File: src/rtl/bluetooth_resp_tx.sv
// Bluetooth response framer: queues ACK/ERR/position replies and feeds them
// byte by byte to the UART TX core through a start/busy handshake.
module bluetooth_resp_tx #(
  parameter int unsigned BUSY_WAIT_MAX = 4
) (
  input  logic       clk,
  input  logic       rst_n,
  input  logic       ack_req,
  input  logic       err_req,
  input  logic       pos_req,
  input  logic [1:0] pos_x,
  input  logic [1:0] pos_y,
  input  logic       tx_busy,
  output logic       tx_start,
  output logic [7:0] tx_data,
  output logic       resp_busy
);

  localparam int unsigned CW = (BUSY_WAIT_MAX > 1) ? $clog2(BUSY_WAIT_MAX) : 1;

  typedef enum logic [1:0] {S_IDLE, S_LOAD, S_WAIT_HI, S_WAIT_LO} state_t;
  typedef enum logic [1:0] {F_ERR, F_ACK, F_POS} frame_t;

  state_t        r_state, w_state_nxt;
  frame_t        r_frame;
  logic          r_pend_err, r_pend_ack, r_pend_pos;
  logic [1:0]    r_pos_x, r_pos_y;
  logic [1:0]    r_snap_x, r_snap_y;
  logic [2:0]    r_idx;
  logic [CW-1:0] r_cnt;
  logic [7:0]    r_tx_data;

  logic          w_sel_err, w_sel_ack, w_sel_pos;
  logic          w_start, w_adv, w_last;
  logic [7:0]    w_byte;

  // Byte at the current index of the frame being sent.
  always_comb begin
    w_byte = '0;
    unique case (r_frame)
      F_ERR, F_ACK: begin
        unique case (r_idx)
          3'd0:    w_byte = (r_frame == F_ERR) ? 8'h45 : 8'h4F;
          3'd1:    w_byte = (r_frame == F_ERR) ? 8'h52 : 8'h4B;
          3'd2:    w_byte = 8'h0D;
          default: w_byte = 8'h0A;
        endcase
      end
      default: begin
        unique case (r_idx)
          3'd0:    w_byte = 8'h28;
          3'd1:    w_byte = 8'h30 | {6'b0, r_snap_x};
          3'd2:    w_byte = 8'h2C;
          3'd3:    w_byte = 8'h30 | {6'b0, r_snap_y};
          3'd4:    w_byte = 8'h29;
          3'd5:    w_byte = 8'h0D;
          default: w_byte = 8'h0A;
        endcase
      end
    endcase
  end

  assign w_last = (r_frame == F_POS) ? (r_idx == 3'd6) : (r_idx == 3'd3);

  // Next-state, frame selection and handshake strobes.
  always_comb begin
    w_state_nxt = r_state;
    w_sel_err   = 1'b0;
    w_sel_ack   = 1'b0;
    w_sel_pos   = 1'b0;
    w_start     = 1'b0;
    w_adv       = 1'b0;
    unique case (r_state)
      S_IDLE: begin
        if (r_pend_err || r_pend_ack || r_pend_pos) begin
          w_state_nxt = S_LOAD;
          if (r_pend_err)      w_sel_err = 1'b1;
          else if (r_pend_ack) w_sel_ack = 1'b1;
          else                 w_sel_pos = 1'b1;
        end
      end
      S_LOAD: begin
        if (!tx_busy) begin
          w_start     = 1'b1;
          w_state_nxt = S_WAIT_HI;
        end
      end
      S_WAIT_HI: begin
        if (tx_busy || (r_cnt == CW'(BUSY_WAIT_MAX - 1)))
          w_state_nxt = S_WAIT_LO;
      end
      default: begin
        if (!tx_busy) begin
          if (w_last) begin
            w_state_nxt = S_IDLE;
          end else begin
            w_state_nxt = S_LOAD;
            w_adv       = 1'b1;
          end
        end
      end
    endcase
  end

  // State register.
  always_ff @(posedge clk or negedge rst_n) begin
    if (!rst_n) r_state <= S_IDLE;
    else        r_state <= w_state_nxt;
  end

  // Request capture: a new pulse in the select cycle survives the clear.
  always_ff @(posedge clk or negedge rst_n) begin
    if (!rst_n) begin
      r_pend_err <= 1'b0;
      r_pend_ack <= 1'b0;
      r_pend_pos <= 1'b0;
      r_pos_x    <= '0;
      r_pos_y    <= '0;
    end else begin
      r_pend_err <= (r_pend_err & ~w_sel_err) | err_req;
      r_pend_ack <= (r_pend_ack & ~w_sel_ack) | ack_req;
      r_pend_pos <= (r_pend_pos & ~w_sel_pos) | pos_req;
      if (pos_req) begin
        r_pos_x <= pos_x;
        r_pos_y <= pos_y;
      end
    end
  end

  // Frame context: type, coordinate snapshot and byte index.
  always_ff @(posedge clk or negedge rst_n) begin
    if (!rst_n) begin
      r_frame  <= F_ERR;
      r_snap_x <= '0;
      r_snap_y <= '0;
      r_idx    <= '0;
    end else if (w_sel_err || w_sel_ack || w_sel_pos) begin
      r_frame  <= w_sel_err ? F_ERR : (w_sel_ack ? F_ACK : F_POS);
      r_snap_x <= r_pos_x;
      r_snap_y <= r_pos_y;
      r_idx    <= '0;
    end else if (w_adv) begin
      r_idx    <= r_idx + 3'd1;
    end
  end

  // Busy-rise timeout counter, running only while waiting in WAIT_HI.
  always_ff @(posedge clk or negedge rst_n) begin
    if (!rst_n)                   r_cnt <= '0;
    else if (r_state == S_WAIT_HI) r_cnt <= r_cnt + 1'b1;
    else                          r_cnt <= '0;
  end

  // Last transmitted byte, held between frames.
  always_ff @(posedge clk or negedge rst_n) begin
    if (!rst_n)       r_tx_data <= '0;
    else if (w_start) r_tx_data <= w_byte;
  end

  // tx_data switches to the new byte in the same cycle as tx_start.
  assign tx_start  = w_start;
  assign tx_data   = w_start ? w_byte : r_tx_data;
  assign resp_busy = (r_state != S_IDLE) || r_pend_err || r_pend_ack || r_pend_pos;

endmodule

File: config.mk
export PLATFORM = sky130hd
export DESIGN_NAME = bluetooth_resp_tx
export DESIGN_NICKNAME = d
export VERILOG_FILES = /design/src/rtl/bluetooth_resp_tx.sv
export SDC_FILE = /design/constraint.sdc
export NUM_CORES = 1
export LEC_CHECK = 0
export ABC_AREA = 1
export CAP_MARGIN = 20
export CORE_ASPECT_RATIO = 2
export CORE_MARGIN = 2
export CORE_UTILIZATION = 25
export CTS_CLUSTER_SIZE = 20
export DETAILED_ROUTE_END_ITERATION = 10
export SLEW_MARGIN = 10
export SYNTH_ARGS = -nofsm -noshare
export SYNTH_HDL_FRONTEND = slang
export SYNTH_SLANG_ARGS = --single-unit
File: constraint.sdc
create_clock -name clk -period 1.8 [get_ports clk]
set_clock_uncertainty 0.1 [all_clocks]
set_input_delay 0.54 -clock clk [delete_from_list [all_inputs] [get_ports clk]]
set_output_delay 0.54 -clock clk [all_outputs]
set_load 0.05 [all_outputs]
# ---- Word-level counts from Yosys, hierarchy flattened
# Index checks and enable logic that the tools add are counted.
dict set report classes {
  div_mod_pow 0
  multipliers 0
  muxes 34
  eq_ne 15
  bitwise 9
  shift 0
  reduce_logical 16
  n_lt_le_gt_ge 0
  add_sub_neg 2
}
# cell n
set op_table {}
lappend op_table {{one-hot mux 6 bit (6 select lines)} 1}
lappend op_table {{one-hot mux 7 bit (3 select lines)} 1}
lappend op_table {{two-way mux 1 bit} 18}
lappend op_table {{two-way mux 2 bit} 7}
lappend op_table {{== test 3 bit (second input constant)} 3}
lappend op_table {{logical OR 1 bit} 8}
lappend op_table {{two-way mux 8 bit} 1}
lappend op_table {{two-way mux 7 bit} 1}
lappend op_table {{== test 2 bit (second input constant)} 3}
lappend op_table {{== test 3 x 2 -> 1 bit (second input constant)} 2}
lappend op_table {{two-way mux 3 bit} 2}
lappend op_table {{inequality test 2 bit (second input constant)} 3}
lappend op_table {{one-hot mux 2 bit (3 select lines)} 1}
lappend op_table {{two-way mux 5 bit} 1}
lappend op_table {{== test 2 x 1 -> 1 bit (second input constant)} 2}
lappend op_table {{logical NOT 2 bit} 2}
lappend op_table {{two-way mux 4 bit} 1}
lappend op_table {{AND reduction 4 bit} 1}
lappend op_table {{nonzero test 2 bit} 2}
lappend op_table {{adder 3 x 1 -> 3 bit (second input constant)} 1}
lappend op_table {{bitwise AND 1 bit} 3}
lappend op_table {{== test 3 x 1 -> 1 bit (second input constant)} 1}
lappend op_table {{logical NOT 3 bit} 1}
lappend op_table {{inequality test 3 x 1 -> 1 bit (second input constant)} 1}
lappend op_table {{5 further kinds} 9}
dict set report word_totals {
  elab_cells 88
  rom_bits 0
  latchBits 0
  ff_bits 28
  memories 0
  ramBits 0
  in_bits 10
}

# ---- Depth between registers and ports, before layout
dict set report depth {
  depth_word 7
  mapped_depth 9
  depth_no_buf 9
}

# ---- Worst setup path before layout
# No wires, ideal clock.
dict set report synth_path {
  path_type {register -> output}
  startpoint {reg r_state[1]}
  endpoint {out tx_data[7]}
  t_required_ns 1.160
  slack_ns -0.636
  stages_incl_launch_ff 6
  t_arrival_ns 1.796
  cell_sequence {dfrtp_1 inv_1 ha_1 nand2_2 inv_1 nor2_1}
}
dict set report synth_between {
  elab_chain_len 3
}
# element line_no
set synth_rtl {}
lappend synth_rtl {{start, declared} 24} ;# state_t r_state, w_state_nxt;
lappend synth_rtl {{start signal, assigned} 108} ;# else r_state <= w_state_nxt;
lappend synth_rtl {{== test 2 x 1 -> 1 bit} 73} ;# unique case (r_state)
lappend synth_rtl {{two-way mux 1 bit} 73}
lappend synth_rtl {{net tx_start} 14} ;# output logic tx_start,
lappend synth_rtl {{two-way mux 8 bit} -}
lappend synth_rtl {{end, declared} 15} ;# output logic [7:0] tx_data,
# The timed path passes the listed nets, and every way through them passes these cells.

# ---- Final worst setup path
dict set report layout_path {
  startpoint {reg r_idx[1]}
  endpoint {out tx_data[0]}
}
dict set report layout_between {
  elab_chain_len 4
  elab_cells_between_ends 10
  classes_between {eq/ne (5); mux (4); reduce/logical (1)}
}
# element line_no
set layout_rtl {}
lappend layout_rtl {{start, declared} 29} ;# logic [2:0] r_idx;
lappend layout_rtl {{start signal, assigned} 143} ;# r_idx <= r_idx + 3'd1;
lappend layout_rtl {{== test 3 bit (tied with other cells)} 50} ;# unique case (r_idx)
lappend layout_rtl {{one-hot mux 6 bit (6 select lines) / one-hot mux 7 bit (3 select lines) (equally long branches)} {50, 42}}
lappend layout_rtl {{two-way mux 7 bit (*)} 40} ;# unique case (r_frame)
lappend layout_rtl {{two-way mux 8 bit (*)} -}
# Mark *: on every way between the ends. The rest lies on a longest branch, timed or not.

==> results by group <==
Status
  – Failing checks: setup timing
  – Run status: complete, but fails checks

Placed design
  – Post-DP HPWL: 2930 um
  – Routability cong.: 0.832
  – Port bufs: 19
  – Inst Count DP: 285

Timing
  – Achievable Freq: 0.414 GHz
  – Final Critical Period: 2.41 ns
  – Slew Limit Fails: 0
  – RSZ-0062 raised after global routing: yes
  – Worst Tran Pin Value: 0.343 ns
  – Rel. slew slack: 77.0%
  – Setup Viol. Count Final: 10
  – Post-route worst setup slack: -0.613 ns
  – Final Cycle Share: 134%
  – Final hold vios: 0
  – Hold slack: 0.337 ns

Route
  – Drt total wl: 4120 um
  – Router iterations before antenna repair: 4
  – Residual DRC: 0
  – Drt via density: around 4.7
  – Routed Antenna Nets: 0
  – Routed via count: 1,441
  – Initial DRC count: 19
  – WL/cell: ~14 um

Die
  – Cell Rows: 40
  – Core area: 5960 um^2
  – Die Height: 115 um
  – Starting Density: about a quarter
  – I/O pin total: 20
  – Chip width: 59.5 um
  – Die area: around 7000 um^2

Synthesis
  – Mapped Area: 1540 um^2
  – Unique masters post-synth: 26
  – Syn_nets: 204
  – Post-synthesis sequential area ratio: 45.6%
  – Synthesized area per cell: around 8.4 um^2
  – Syn Inst Count: 183
  – Warnings from Yosys: 0
  – Synth Register Bits: 28

Clock network
  – Clock root buffer: clkbuf_16
  – H-tree depth: 1
  – Worst skew pair latency: 0.27 ns
  – Clock Sinks: 28
  – TritonCTS clock tree: done
  – Reg clk slew, reported paths: 0.07 ns
  – Total CTS buffers: 3
  – # hold bufs at CTS: 0
  – Clock Path Buffers: 2

Setup path
  – Reg2reg path depth: 10
  – Reg2reg setup slack: approximately 0.070 ns
  – Worst Path Arrival: 1.77 ns
  – Critical Path RT: ~1.2 ns
  – Critical Path Sink Type: output port
  – CP Launch Type: register
  – CP startpoint: r_idx[1]
  – Worst r2r src: r_idx[1]
  – Critical path endpoint: tx_data[0]
  – Setup CP Type: register to output port
  – Critical path peak fanout: 5
  – FF-to-FF End: r_state[0]

Global route
  – GRT Total Usage: 13.1%
  – Initial antenna violation count: 0
  – Total grt overflow: 0
  – First-pass GRT wire length: 6620 um
  – Vias in the first global route: between 1k and 1.5k
  – Largest net degree at the start of global routing: 29

Hold path
  – Hold Crit Class: register to register
  – Hold Startpoint: r_cnt[0]

Final layout
  – Final core occ: 43.2%
  – Synth-to-layout area growth: 67.4%
  – # diodes: 0
  – Final non-filler cell total: 304
  – Fill cells: 557
  – Share of cells above drive strength 1: 49.8%
  – Final nets: about 260

Power
  – Total power: 0.00418 W
  – Static Leak: approximately 1.2 nW
  – Pwr per Cell Area: 1620 nW/um^2
  – Max VDD drop: 0.437 mV

Run
  – Max-Cap Viols: 0
repair_timing:
action / in CTS / in global routing
setup buffers: 12 / 4
hold endpoints to repair: 0 / 0
endpoints found under the setup margin: 10 / 15
pin swaps: 17 / 20
resized for setup: 49 / 17
synth_stat cells (all sizes together):
library cell / number / area [um^2]
o21ai: 19 / 98.8
nand2: 48 / 208
buf: 3 / 30.0
a21oi: 1 / 5.00
dfrtp: 28 / 701
nand3b: 1 / 7.51
inv: 28 / 105
o22ai: 2 / 12.5
nand3: 12 / 65.1
o211ai: 2 / 15.0
clkbuf: 1 / 3.75
nand4: 4 / 25.0
o21bai: 2 / 15.0
a22oi: 1 / 7.51
ha: 11 / 138
nor2: 19 / 93.8
a21o: 1 / 7.51
cell type report:
| cell class | instances | area (um^2) | share of cell area (%) |
|---|---|---|---|
| clock buffers | 4 | 88.8 | 3.45 |
| inverters | 28 | 114 | 4.42 |
| multi-input cells | 123 | 980 | 38.1 |
| flip-flops and latches | 28 | 701 | 27.2 |
| well taps | 63 | 78.8 | 3.06 |
| repair buffers | 58 | 612 | 23.8 |
logic make-up after synthesis:
logic type / count (synthesis) / synth area share, %
fa+ha+maj: 11 / 8.95
buf+inv: 32 / 9.03
flops: 28 / 45.6
simple gates: 84 / 26.0
compound gates: 28 / 10.5
sequential cells by signal, indices dropped and copies added, names as in the netlist:
register / cells
r_cnt: 2
r_state: 2
r_pos_y: 2
r_pend_ack: 1
r_snap_y: 2
r_idx: 3
r_pend_pos: 1
r_frame: 2
r_pend_err: 1
r_pos_x: 2
r_tx_data: 8
r_snap_x: 2
stage by stage:
stage                     cell area, um^2  setup WS [ns]  setup TNS (ns)
after floorplan                      1620         -0.273           -1.70
after global placement               2140         -0.702           -6.71
after detailed placement             2140         -0.708           -6.73
after CTS                            2490         -0.603           -4.72
after global routing                 2570         -0.706           -5.58
final                                2570         -0.613           -4.88
critical path, stage by stage (launching register included):
cell	delay, ns
dfrtp_1	0.42
inv_2	0.12
ha_4	0.17
inv_2	0.06
nor2_4	0.16
nand2_1	0.08
o211ai_1	0.08
nand4_1	0.17
nand2_4	0.11
buf_12	0.13
report_power, final:
part	total, W	internal [W]	switching (W)
clock network	0.000568	0.000342	0.000227
logic	0.00268	0.00122	0.00145
registers	0.000932	0.000827	0.000105
total	0.00418	0.00239	0.00178
layout by cell type, fill, tap and decap left out, types with 2 or more instances in the layout:
cell              n
o21ai_2           5
clkbuf_16         3
buf_6             7
nand4_1           4
inv_2             9
buf_12           10
inv_4             2
nor2_2            5
dfrtp_1          28
nor2_1            8
o211ai_1          2
o21ai_1           7
nand2_1          30
o21bai_1          2
ha_4              8
nand3_1           4
ha_1              3
inv_1            16
nand2_2           9
nand3_2           7
o21ai_0           6
nand2_4           9
nor2_4            6
clkdlybuf4s50_1   8
buf_4            31
how the worst min path moves through the flow:
stage | endpoint | slack (ns) | cells past startpoint
floorplan | r_cnt[0] | 0.14 | 0
CTS | r_cnt[0] | 0.35 | 1
finish | r_cnt[0] | 0.34 | 1
global route | r_cnt[0] | 0.36 | 1
global placement | r_cnt[0] | 0.32 | 1
detailed placement | r_cnt[0] | 0.34 | 1
metal layers:
layer,share of wire [%],track usage [%],routed length [um],up-vias
met5,0,0,0,-
met4,8.5,12.9,350,0
met3,1.7,1.57,70,21
met2,58,23.5,2410,28
met1,31,11.7,1290,692
li1,-,-,-,700
Power figures use the tool's default switching activity.
